===== src/rtl/cpu_ctrl_pkg.sv =====
// -----------------------------------------------------------------------------
// cpu_ctrl_pkg
// Shared definitions for the 8-bit CPU control sequencer and its users:
//   - opcode constants (upper nibble of IR)
//   - one-hot T-state constants T1..T6
//   - control-word bit indices, so datapath and bench agree on bit positions
//   - sequencer run/halt state type
//   - last_tstate(): final active T-state of each instruction
// -----------------------------------------------------------------------------
package cpu_ctrl_pkg;

  localparam int OPC_BITS = 4;

  localparam logic [OPC_BITS-1:0] OP_LDA = 4'b0000;
  localparam logic [OPC_BITS-1:0] OP_ADD = 4'b0001;
  localparam logic [OPC_BITS-1:0] OP_SUB = 4'b0010;
  localparam logic [OPC_BITS-1:0] OP_STA = 4'b0100;
  localparam logic [OPC_BITS-1:0] OP_LDI = 4'b0101;
  localparam logic [OPC_BITS-1:0] OP_JMP = 4'b0110;
  localparam logic [OPC_BITS-1:0] OP_OUT = 4'b1110;
  localparam logic [OPC_BITS-1:0] OP_HLT = 4'b1111;

  localparam int TS_W = 6;

  localparam logic [TS_W-1:0] T1 = 6'b000001;
  localparam logic [TS_W-1:0] T2 = 6'b000010;
  localparam logic [TS_W-1:0] T3 = 6'b000100;
  localparam logic [TS_W-1:0] T4 = 6'b001000;
  localparam logic [TS_W-1:0] T5 = 6'b010000;
  localparam logic [TS_W-1:0] T6 = 6'b100000;

  // Control-word bit positions
  localparam int CW_PC_INC   = 0;
  localparam int CW_PC_OUT   = 1;
  localparam int CW_PC_LOAD  = 2;
  localparam int CW_MAR_LOAD = 3;
  localparam int CW_RAM_OUT  = 4;
  localparam int CW_RAM_WE   = 5;
  localparam int CW_IR_LOAD  = 6;
  localparam int CW_IR_OUT   = 7;
  localparam int CW_A_LOAD   = 8;
  localparam int CW_A_OUT    = 9;
  localparam int CW_B_LOAD   = 10;
  localparam int CW_ALU_OUT  = 11;
  localparam int CW_ALU_SUB  = 12;
  localparam int CW_OUT_LOAD = 13;
  localparam int CW_W        = 14;

  typedef enum logic {
    ST_RUN  = 1'b0,
    ST_HALT = 1'b1
  } seq_state_e;

  // Last T-state that does useful work for an opcode. HLT never advances past
  // T4, and undefined opcodes behave as a single-cycle NOP in T4.
  function automatic logic [TS_W-1:0] last_tstate(input logic [OPC_BITS-1:0] op);
    logic [TS_W-1:0] t_last;
    case (op)
      OP_LDA, OP_STA: t_last = T5;
      OP_ADD, OP_SUB: t_last = T6;
      default:        t_last = T4;
    endcase
    return t_last;
  endfunction

endpackage


===== src/rtl/cb_ring_counter.sv =====
// -----------------------------------------------------------------------------
// cb_ring_counter
// Six-bit one-hot T-state ring counter for the control sequencer.
// Ports:
//   clk        in   system clock
//   clear      in   asynchronous active-low reset, forces T1
//   i_en       in   1 = advance on this rising edge
//   i_restart  in   with i_en, go to T1 instead of the next T-state
//   o_t_state  out  one-hot current T-state, bit0 = T1
// -----------------------------------------------------------------------------
module cb_ring_counter
  import cpu_ctrl_pkg::*;
(
  input  logic            clk,
  input  logic            clear,
  input  logic            i_en,
  input  logic            i_restart,
  output logic [TS_W-1:0] o_t_state
);

  logic [TS_W-1:0] r_t_state;

  always_ff @(posedge clk or negedge clear) begin
    if (!clear) begin
      r_t_state <= T1;
    end else if (i_en) begin
      if (i_restart) begin
        r_t_state <= T1;
      end else begin
        // Rotate left; T6 wraps naturally to T1.
        r_t_state <= {r_t_state[TS_W-2:0], r_t_state[TS_W-1]};
      end
    end
  end

  assign o_t_state = r_t_state;

endmodule


===== src/rtl/cb_control_sequencer.sv =====
// -----------------------------------------------------------------------------
// cb_control_sequencer
// Fetch/execute control sequencer for the 8-bit CPU. A one-hot T-state ring
// counter plus the IR opcode decode combinationally into the bus control word.
//
//   state   | meaning
//   --------+---------------------------------------------------------------
//   ST_RUN  | normal sequencing; ring advances while run=1
//   ST_HALT | HLT executed; control lines forced 0, T-state frozen, exit only
//           | through clear
//
// Parameters:
//   EARLY_END  1 = jump to T1 after the instruction's last active T-state,
//              0 = always walk all six T-states
//   OPC_W      opcode width (IR[7:4])
// Ports:
//   clk, clear (async active-low), run (advance enable), opcode (valid T4+)
//   t_state (one-hot, bit0=T1), halted, and the bus control lines
//   pc_inc .. out_load
// -----------------------------------------------------------------------------
module cb_control_sequencer
  import cpu_ctrl_pkg::*;
#(
  parameter bit EARLY_END = 1'b1,
  parameter int OPC_W     = 4
) (
  input  logic             clk,
  input  logic             clear,
  input  logic             run,
  input  logic [OPC_W-1:0] opcode,
  output logic [5:0]       t_state,
  output logic             halted,
  output logic             pc_inc,
  output logic             pc_out,
  output logic             pc_load,
  output logic             mar_load,
  output logic             ram_out,
  output logic             ram_we,
  output logic             ir_load,
  output logic             ir_out,
  output logic             a_load,
  output logic             a_out,
  output logic             b_load,
  output logic             alu_out,
  output logic             alu_sub,
  output logic             out_load
);

  seq_state_e          r_state;
  seq_state_e          w_state_nxt;
  logic [TS_W-1:0]     w_t_state;
  logic [OPC_BITS-1:0] w_op;
  logic                w_ring_en;
  logic                w_restart;
  logic [CW_W-1:0]     w_cw;

  assign w_op = OPC_BITS'(opcode);

  cb_ring_counter u_ring (
    .clk       (clk),
    .clear     (clear),
    .i_en      (w_ring_en),
    .i_restart (w_restart),
    .o_t_state (w_t_state)
  );

  always_ff @(posedge clk or negedge clear) begin
    if (!clear) begin
      r_state <= ST_RUN;
    end else begin
      r_state <= w_state_nxt;
    end
  end

  // HLT in T4 enters ST_HALT without advancing, so t_state stays at T4.
  always_comb begin
    w_state_nxt = r_state;
    w_ring_en   = 1'b0;
    w_restart   = 1'b0;
    case (r_state)
      ST_RUN: begin
        if (run) begin
          if ((w_t_state == T4) && (w_op == OP_HLT)) begin
            w_state_nxt = ST_HALT;
          end else begin
            w_ring_en = 1'b1;
            w_restart = EARLY_END && (w_t_state == last_tstate(w_op));
          end
        end
      end
      ST_HALT: begin
        w_state_nxt = ST_HALT;
      end
      default: begin
        w_state_nxt = ST_RUN;
      end
    endcase
  end

  // Control-word decode: fetch is opcode independent, execute keys on opcode.
  always_comb begin
    w_cw = '0;
    if (r_state == ST_RUN) begin
      case (w_t_state)
        T1: begin
          w_cw[CW_PC_OUT]   = 1'b1;
          w_cw[CW_MAR_LOAD] = 1'b1;
        end
        T2: begin
          w_cw[CW_PC_INC] = 1'b1;
        end
        T3: begin
          w_cw[CW_RAM_OUT] = 1'b1;
          w_cw[CW_IR_LOAD] = 1'b1;
        end
        T4: begin
          case (w_op)
            OP_LDA, OP_ADD, OP_SUB, OP_STA: begin
              w_cw[CW_IR_OUT]   = 1'b1;
              w_cw[CW_MAR_LOAD] = 1'b1;
            end
            OP_LDI: begin
              w_cw[CW_IR_OUT] = 1'b1;
              w_cw[CW_A_LOAD] = 1'b1;
            end
            OP_JMP: begin
              w_cw[CW_IR_OUT]  = 1'b1;
              w_cw[CW_PC_LOAD] = 1'b1;
            end
            OP_OUT: begin
              w_cw[CW_A_OUT]    = 1'b1;
              w_cw[CW_OUT_LOAD] = 1'b1;
            end
            default: begin
              w_cw = '0;
            end
          endcase
        end
        T5: begin
          case (w_op)
            OP_LDA: begin
              w_cw[CW_RAM_OUT] = 1'b1;
              w_cw[CW_A_LOAD]  = 1'b1;
            end
            OP_ADD, OP_SUB: begin
              w_cw[CW_RAM_OUT] = 1'b1;
              w_cw[CW_B_LOAD]  = 1'b1;
            end
            OP_STA: begin
              w_cw[CW_A_OUT]  = 1'b1;
              w_cw[CW_RAM_WE] = 1'b1;
            end
            default: begin
              w_cw = '0;
            end
          endcase
        end
        T6: begin
          if ((w_op == OP_ADD) || (w_op == OP_SUB)) begin
            w_cw[CW_ALU_OUT] = 1'b1;
            w_cw[CW_A_LOAD]  = 1'b1;
            w_cw[CW_ALU_SUB] = (w_op == OP_SUB);
          end
        end
        default: begin
          w_cw = '0;
        end
      endcase
    end
  end

  assign t_state  = w_t_state;
  assign halted   = (r_state == ST_HALT);
  assign pc_inc   = w_cw[CW_PC_INC];
  assign pc_out   = w_cw[CW_PC_OUT];
  assign pc_load  = w_cw[CW_PC_LOAD];
  assign mar_load = w_cw[CW_MAR_LOAD];
  assign ram_out  = w_cw[CW_RAM_OUT];
  assign ram_we   = w_cw[CW_RAM_WE];
  assign ir_load  = w_cw[CW_IR_LOAD];
  assign ir_out   = w_cw[CW_IR_OUT];
  assign a_load   = w_cw[CW_A_LOAD];
  assign a_out    = w_cw[CW_A_OUT];
  assign b_load   = w_cw[CW_B_LOAD];
  assign alu_out  = w_cw[CW_ALU_OUT];
  assign alu_sub  = w_cw[CW_ALU_SUB];
  assign out_load = w_cw[CW_OUT_LOAD];

endmodule


===== config.mk =====
export PLATFORM = sky130hd
export DESIGN_NAME = cb_control_sequencer
export DESIGN_NICKNAME = d
export VERILOG_FILES = /design/src/rtl/cpu_ctrl_pkg.sv /design/src/rtl/cb_ring_counter.sv /design/src/rtl/cb_control_sequencer.sv
export SDC_FILE = /design/constraint.sdc
export NUM_CORES = 1
export LEC_CHECK = 0
export CAP_MARGIN = 5
export CORE_MARGIN = 8
export CORE_UTILIZATION = 45
export CTS_CLUSTER_DIAMETER = 60
export DETAILED_ROUTE_END_ITERATION = 8
export PLACE_DENSITY = 0.95
export SLEW_MARGIN = 10
export SYNTH_ARGS = -nofsm -noshare
export SYNTH_HDL_FRONTEND = slang
export SYNTH_HIERARCHICAL = 1
export SYNTH_SLANG_ARGS = --single-unit

===== constraint.sdc =====
create_clock -name clk -period 2.7 [get_ports clk]
set_input_delay 0.54 -clock clk [delete_from_list [all_inputs] [get_ports clk]]
set_output_delay 0.54 -clock clk [all_outputs]
set_load 0.01 [all_outputs]

==> out/qor.yml, run 1 <==
cts_root_buf: "clkbuf_4"
yosys.cell_types.count: 38
power.total_uw: 967
area_growth_pct: 59.2
die_h_um: 55.1
antenna_found_initial: 0
die_w_um: 55.1
layout-drive-gt1-share_pct: 23.7
synth_edf_count: 0
clkPwrFrac_pct: 9.3
power_density_nw_per_um2: 881
yosysSeqAreaShare_pct: 25.6
ys.flop_type: "dfrtp_1"
yosys_warnings: 6
p_leak_nw: 0.501
clkSinkCount: 7
cts_made_buffers: 3
multi_input_area_um2: 469
detail-route-antenna-nets: 0
status: "completed"
max_slew_margin_pct: 78.2
power.switching_uw: 415
pre_cts_ws_ns: -0.190
switching_share_pct: 43.0
wirelength_um: 2180
irDropWorstVdd_mv: 0.685
hold_slack_ns: 0.549
grt_max_degree: 13
path_class: "in2out"
core_um2: 1470
async_flop_share_pct: 100
finalCritPeriodShare_pct: 97.4
drtPass1Iterations: 4
gp_congestion: 0.870
syn_inst: 89
clkTransAtPathRegs_ns: 0.05
startpoint_type: "input port"
pwr-share-seq_pct: 22.8
pin_count: 28
syn_nets: 96
cts_tree: "yes"
core.rowCount: 14
setup_viol: 0
drc_errors: 0
end_kind: "output port"
max-cap-violations: 0
antennaDiodeCount: 0
register_area_um2: 176
crit_fanout: 10
initial_core_util_pct: 46.9
tightestPinTransition_ns: 0.326
setup_slack_ns: 0.0696
worst-r2r-cell-count: 8
layout.nets: 139
grt_usage_pct: 14.3
via_per_inst: 5.61
fin_area_um2: 1100
die_area_um2: 3040
fillCellCount: 122
critPathRequiredTime_ns: 2.16
internal_power_uw: 551
synth_seq_cells: 7
period_needed_ns: 2.63
avgRoutedWirePerCell_um: 14.8
clockBufferDepth: 2
grt_first_pass_wirelength_um: 3360
fmax_ghz: 0.380
htree_levels: 1
maxSlewViolCount: 0
postPlaceCellArea_um2: 1050
insertion_delay_ns: 0.24
hp-class: "in2async"
syn_area_per_cell_um2: 7.75
num_vias: 824
synthesis.area_um2: 689
rr_endpoint: "u_ring/o_t_state[4]"
place.port_buffers: 27
hold_viol_final: 0
drt-initial-drc-count: 4
r2r_start: "u_ring/o_t_state[2]"
arrival_ns: 2.09
grt-ovfl-total: 0
p_comb_share_pct: 67.8
ff2ff_setup_slack_ns: 0.81
grt_pass1_vias: 795
dp_hpwl_um: 1640
clock-skew-final_ns: 0.00479
cp-startpoint: "opcode[1]"
post_cts_hold_buffer_count: 0
==> cell families after synthesis <==
group,share of synthesized area (%)
XOR/XNOR,3.81
AND/OR/NAND/NOR,44.8
adder cells (fa/ha/maj),1.63
flip-flops,25.6
buffers and inverters,9.44
AO/OA/AOI/OAI,13.1
multiplexers,1.63
==> worst max-delay path by stage <==
stage	depth (start not counted)	end	slack [ns]
floorplan	5	a_out	0.59
global placement	6	a_load	-0.17
detailed placement	6	a_load	-0.19
CTS	5	pc_load	0.008
global route	6	b_load	-0.01
finish	6	alu_out	0.07
==> power groups by stage <==
| stage | clock (mW) | sequential [mW] | combinational, mW |
|---|---|---|---|
| 6_report | 0.0903 | 0.221 | 0.656 |
| 3_3_place_gp | 0 | 0.217 | 0.608 |
| 4_1_cts | 0.0927 | 0.219 | 0.625 |
| 3_5_place_dp | 0 | 0.220 | 0.623 |
| 2_1_floorplan | 0 | 0.253 | 0.299 |
| 5_1_grt | 0.100 | 0.236 | 0.712 |
==> routing by layer <==
layer | global-route usage (%) | share of wire (%) | routed length [um]
met1 | 16.5 | 42 | 919
met2 | 25.7 | 48 | 1050
met3 | 2.41 | 7.6 | 166
met4 | 4.80 | 1.8 | 39
met5 | 0 | 0 | 0
==> sequential cells by signal, indices dropped and copies added, names as in the netlist <==
signal	cells
u_ring/o_t_state	6
halted	1
==> cells in the final DEF, fill, tap and decap left out, drive strengths merged, types with 3 or more instances in the layout <==
| cell | instances |
|---|---|
| dlygate4sd2 | 5 |
| buf | 16 |
| nor3 | 8 |
| nor2b | 3 |
| xnor2 | 3 |
| o21ai | 7 |
| inv | 7 |
| clkbuf | 6 |
| nor2 | 9 |
| nand2b | 4 |
| nand3b | 5 |
| nor4 | 5 |
| clkdlybuf4s50 | 18 |
| nand2 | 4 |
| dfrtp | 6 |
==> final cells by class <==
class                           count  share of cell area, %
Sequential cell                     7                   16.1
Timing Repair Buffer               43                   34.5
Inverter                            7                   2.39
Multi-Input combinational cell     70                   42.8
Clock buffer                        4                   2.39
Tap cell                           16                   1.82
==> stage by stage <==
step | setup TNS [ns] | utilization (%) | instances
after detailed placement | -0.705 | 71.6 | 142
after CTS | 0 | 73.3 | 147
final | 0 | 74.6 | 147
after global placement | -0.529 | 71.6 | 142
after global routing | -0.0245 | 74.6 | 147
after floorplan | 0 | - | 89
==> critical path, cell delays in order <==
cell             delay (ns)
clkdlybuf4s50_1        0.49
buf_4                  0.18
nor2b_1                0.20
o21ai_1                0.16
nor3_1                 0.20
dlygate4sd2_1          0.31
==> Yosys cell counts, types with 2 or more instances <==
master    instances  area share [%]
xnor2_1           3             3.8
nor2_1            9             4.9
and3_1            2             1.8
dfrtp_1           6              22
o21ai_0           6             4.4
nor2b_1           3             2.7
or3_1             2             1.8
nand2_1           4             2.2
nor4_1            5             4.5
nor3_1            7             5.1
buf_4             2             2.2
nand2b_1          4             3.6
nand3b_1          5             5.4
inv_1             7             3.8
==> timing repair <==
item	in CTS	in global routing
buffers inserted	1	0
hold endpoints to repair	0	0
pin swaps	1	1
setup endpoints to repair	7	7
resized for setup	7	10
Power figures use the tool's default switching activity.
==> run 2, diff against run 1 <==
- SKIP_CTS_REPAIR_TIMING: unset -> 1
==> run 2 against run 1 <==
Against the previous run: clock power is 0.4% lower; largest cell class unchanged; count of clock-buffer cells in the layout stayed put; clock skew hardly changed; maximum frequency is 0.12% higher; largest power group unchanged; non-clock buffer count stayed put; highest routed layer unchanged; sequential share of layout area is 0.58 points lower.
==> out/qor.yml, run 2 (same netlist as run 1, synthesis figures left out) <==
status: "completed"  # unchanged
clockBufferDepth: 2  # unchanged
grt_pass1_vias: 789  # was 795
avgRoutedWirePerCell_um: 14.7  # was 14.8 um
fin_area_um2: 1140  # was 1100 um2
clock-skew-final_ns: 0.00483  # was 0.00479 ns
max-cap-violations: 0  # unchanged
die_area_um2: 3040  # unchanged
hold_viol_final: 0  # unchanged
cts_root_buf: "clkbuf_4"  # unchanged
tightestPinTransition_ns: 0.323  # was 0.326 ns
drt-initial-drc-count: 9  # was 4
cts_tree: "yes"  # unchanged
grt-ovfl-total: 0  # unchanged
drc_errors: 0  # unchanged
clkSinkCount: 7  # unchanged
layout-drive-gt1-share_pct: 24.4  # was 23.7%
gp_congestion: 0.870  # unchanged
crit_fanout: 10  # unchanged
maxSlewViolCount: 0  # unchanged
antenna_found_initial: 0  # unchanged
clkPwrFrac_pct: 9.2  # was 9.3%
cpMostUsedCell: "clkdlybuf4s50_1"
setup_viol: 0  # unchanged
switching_share_pct: 42.9  # was 43.0%
dp_hpwl_um: 1640  # unchanged
irDropWorstVdd_mv: 0.693  # was 0.685 mV
pwr-share-seq_pct: 22.7  # was 22.8%
cts_made_buffers: 3  # unchanged
die_w_um: 55.1  # unchanged
finalCritPeriodShare_pct: 97.3  # was 97.4%
postPlaceCellArea_um2: 1050  # unchanged
ff2ff_setup_slack_ns: 0.80  # was 0.81 ns
period_needed_ns: 2.63  # about the same
rr_endpoint: "u_ring/o_t_state[4]"  # unchanged
max_stage_delay_ns: 0.53  # was 0.49 ns
detail-route-antenna-nets: 0  # unchanged
slowest_stage: "clkdlybuf4s50_1"  # unchanged
internal_power_uw: 556  # was 551 uW
fmax_ghz: 0.381  # was 0.380 GHz
fillCellCount: 111  # was 122
die_h_um: 55.1  # unchanged
core.rowCount: 14  # unchanged
final_common_cell: "clkdlybuf4s50_1"  # unchanged
max_slew_margin_pct: 78.5  # was 78.2%
core_um2: 1470  # unchanged
power.total_uw: 973  # was 967 uW
insertion_delay_ns: 0.24  # about the same
grt_first_pass_wirelength_um: 3310  # was 3360 um
startpoint_type: "input port"  # unchanged
htree_levels: 1  # unchanged
initial_core_util_pct: 46.9  # unchanged
power_density_nw_per_um2: 855  # was 881 nW/um2
area_growth_pct: 65.2  # was 59.2%
end_kind: "output port"  # unchanged
drtPass1Iterations: 4  # unchanged
r2r_start: "u_ring/o_t_state[2]"  # unchanged
grt_usage_pct: 14.0  # was 14.3%
arrival_ns: 2.09  # about the same
num_vias: 816  # was 824
rsz0062_at_grt: "no"
fin_setup_tns_ns: 0  # unchanged
final_cell_mix: "18 x clkdlybuf4s50_1, 16 x buf_4, 9 x dlymetal6s2s_1, 8 x nor2_1, 7 x inv_1"  # was 18 x clkdlybuf4s50_1, 16 x buf_4, 8 x nor2_1, 7 x inv_1
p_comb_share_pct: 68.0  # was 67.8%
wirelength_um: 2160  # was 2180 um
layout.nets: 139  # unchanged
clkTransAtPathRegs_ns: 0.05  # about the same
largest_register_ffs: 6  # unchanged
p_leak_nw: 0.602  # was 0.501 nW
worst-r2r-cell-count: 8  # unchanged
critPathRequiredTime_ns: 2.16  # about the same
antennaDiodeCount: 0  # unchanged
grt_max_degree: 13  # unchanged
power.switching_uw: 417  # was 415 uW
crit_chain: "clkdlybuf4s50_1 > buf_4 > nor3_2 > and3_1 > clkdlybuf4s50_1"  # was clkdlybuf4s50_1 > buf_4 > nor2b_1 > o21ai_1 > nor3_1 > dlygate4sd2_1
pin_count: 28  # unchanged
path_class: "in2out"  # unchanged
place.port_buffers: 27  # unchanged
via_per_inst: 5.55  # was 5.61
hp-class: "in2async"  # unchanged
-- run 2: worst max path at each step --
stage,start,to,cells past startpoint
2_1_floorplan,u_ring/o_t_state[3],a_out,5
3_5_place_dp,opcode[0],a_load,6
3_3_place_gp,opcode[0],a_load,6
4_1_cts,opcode[0],a_load,6
5_1_grt,opcode[0],ram_we,5
6_report,opcode[1],ram_we,5
-- run 2: through the flow --
stage / utilization, % / setup slack, ns / std cells / hold slack (ns)
global route: 77.4 / 0.0181 / 147 / 0.562
finish: 77.4 / 0.0727 / 147 / 0.549
global placement: 71.6 / -0.173 / 142 / 0.552
floorplan: - / 0.590 / 89 / 0.244
detailed placement: 71.6 / -0.190 / 142 / 0.553
CTS: 73.4 / -0.198 / 146 / 0.557
-- run 2: layout make-up --
type	count	area [um2]	area share (%)
multi-input cells	70	477	41.9
clock buffers	4	26.3	2.31
inverters	7	26.3	2.31
flip-flops and latches	7	176	15.5
well taps	16	20.0	1.76
repair buffers	43	413	36.3
-- run 2: power groups by stage --
stage	registers, mW	logic, mW	clock network (mW)
after floorplan	0.253	0.299	0
after global placement	0.217	0.608	0
after detailed placement	0.220	0.623	0
after CTS	0.219	0.629	0.0927
after global routing	0.236	0.719	0.100
final	0.221	0.662	0.0899
-- run 2: critical path, delay by kind of cell --
family	cells	cell delay (ns)
buffers and inverters	3	1.14
and+or+nand+nor	2	0.39
-- run 2: layer usage --
metal  share of wire, %  global-route usage (%)  wire length, um
met2                 48                    25.2             1030
met5                  0                       0                0
met3                7.1                    2.41              154
met1                 42                    16.2              918
met4                2.7                    4.80               59
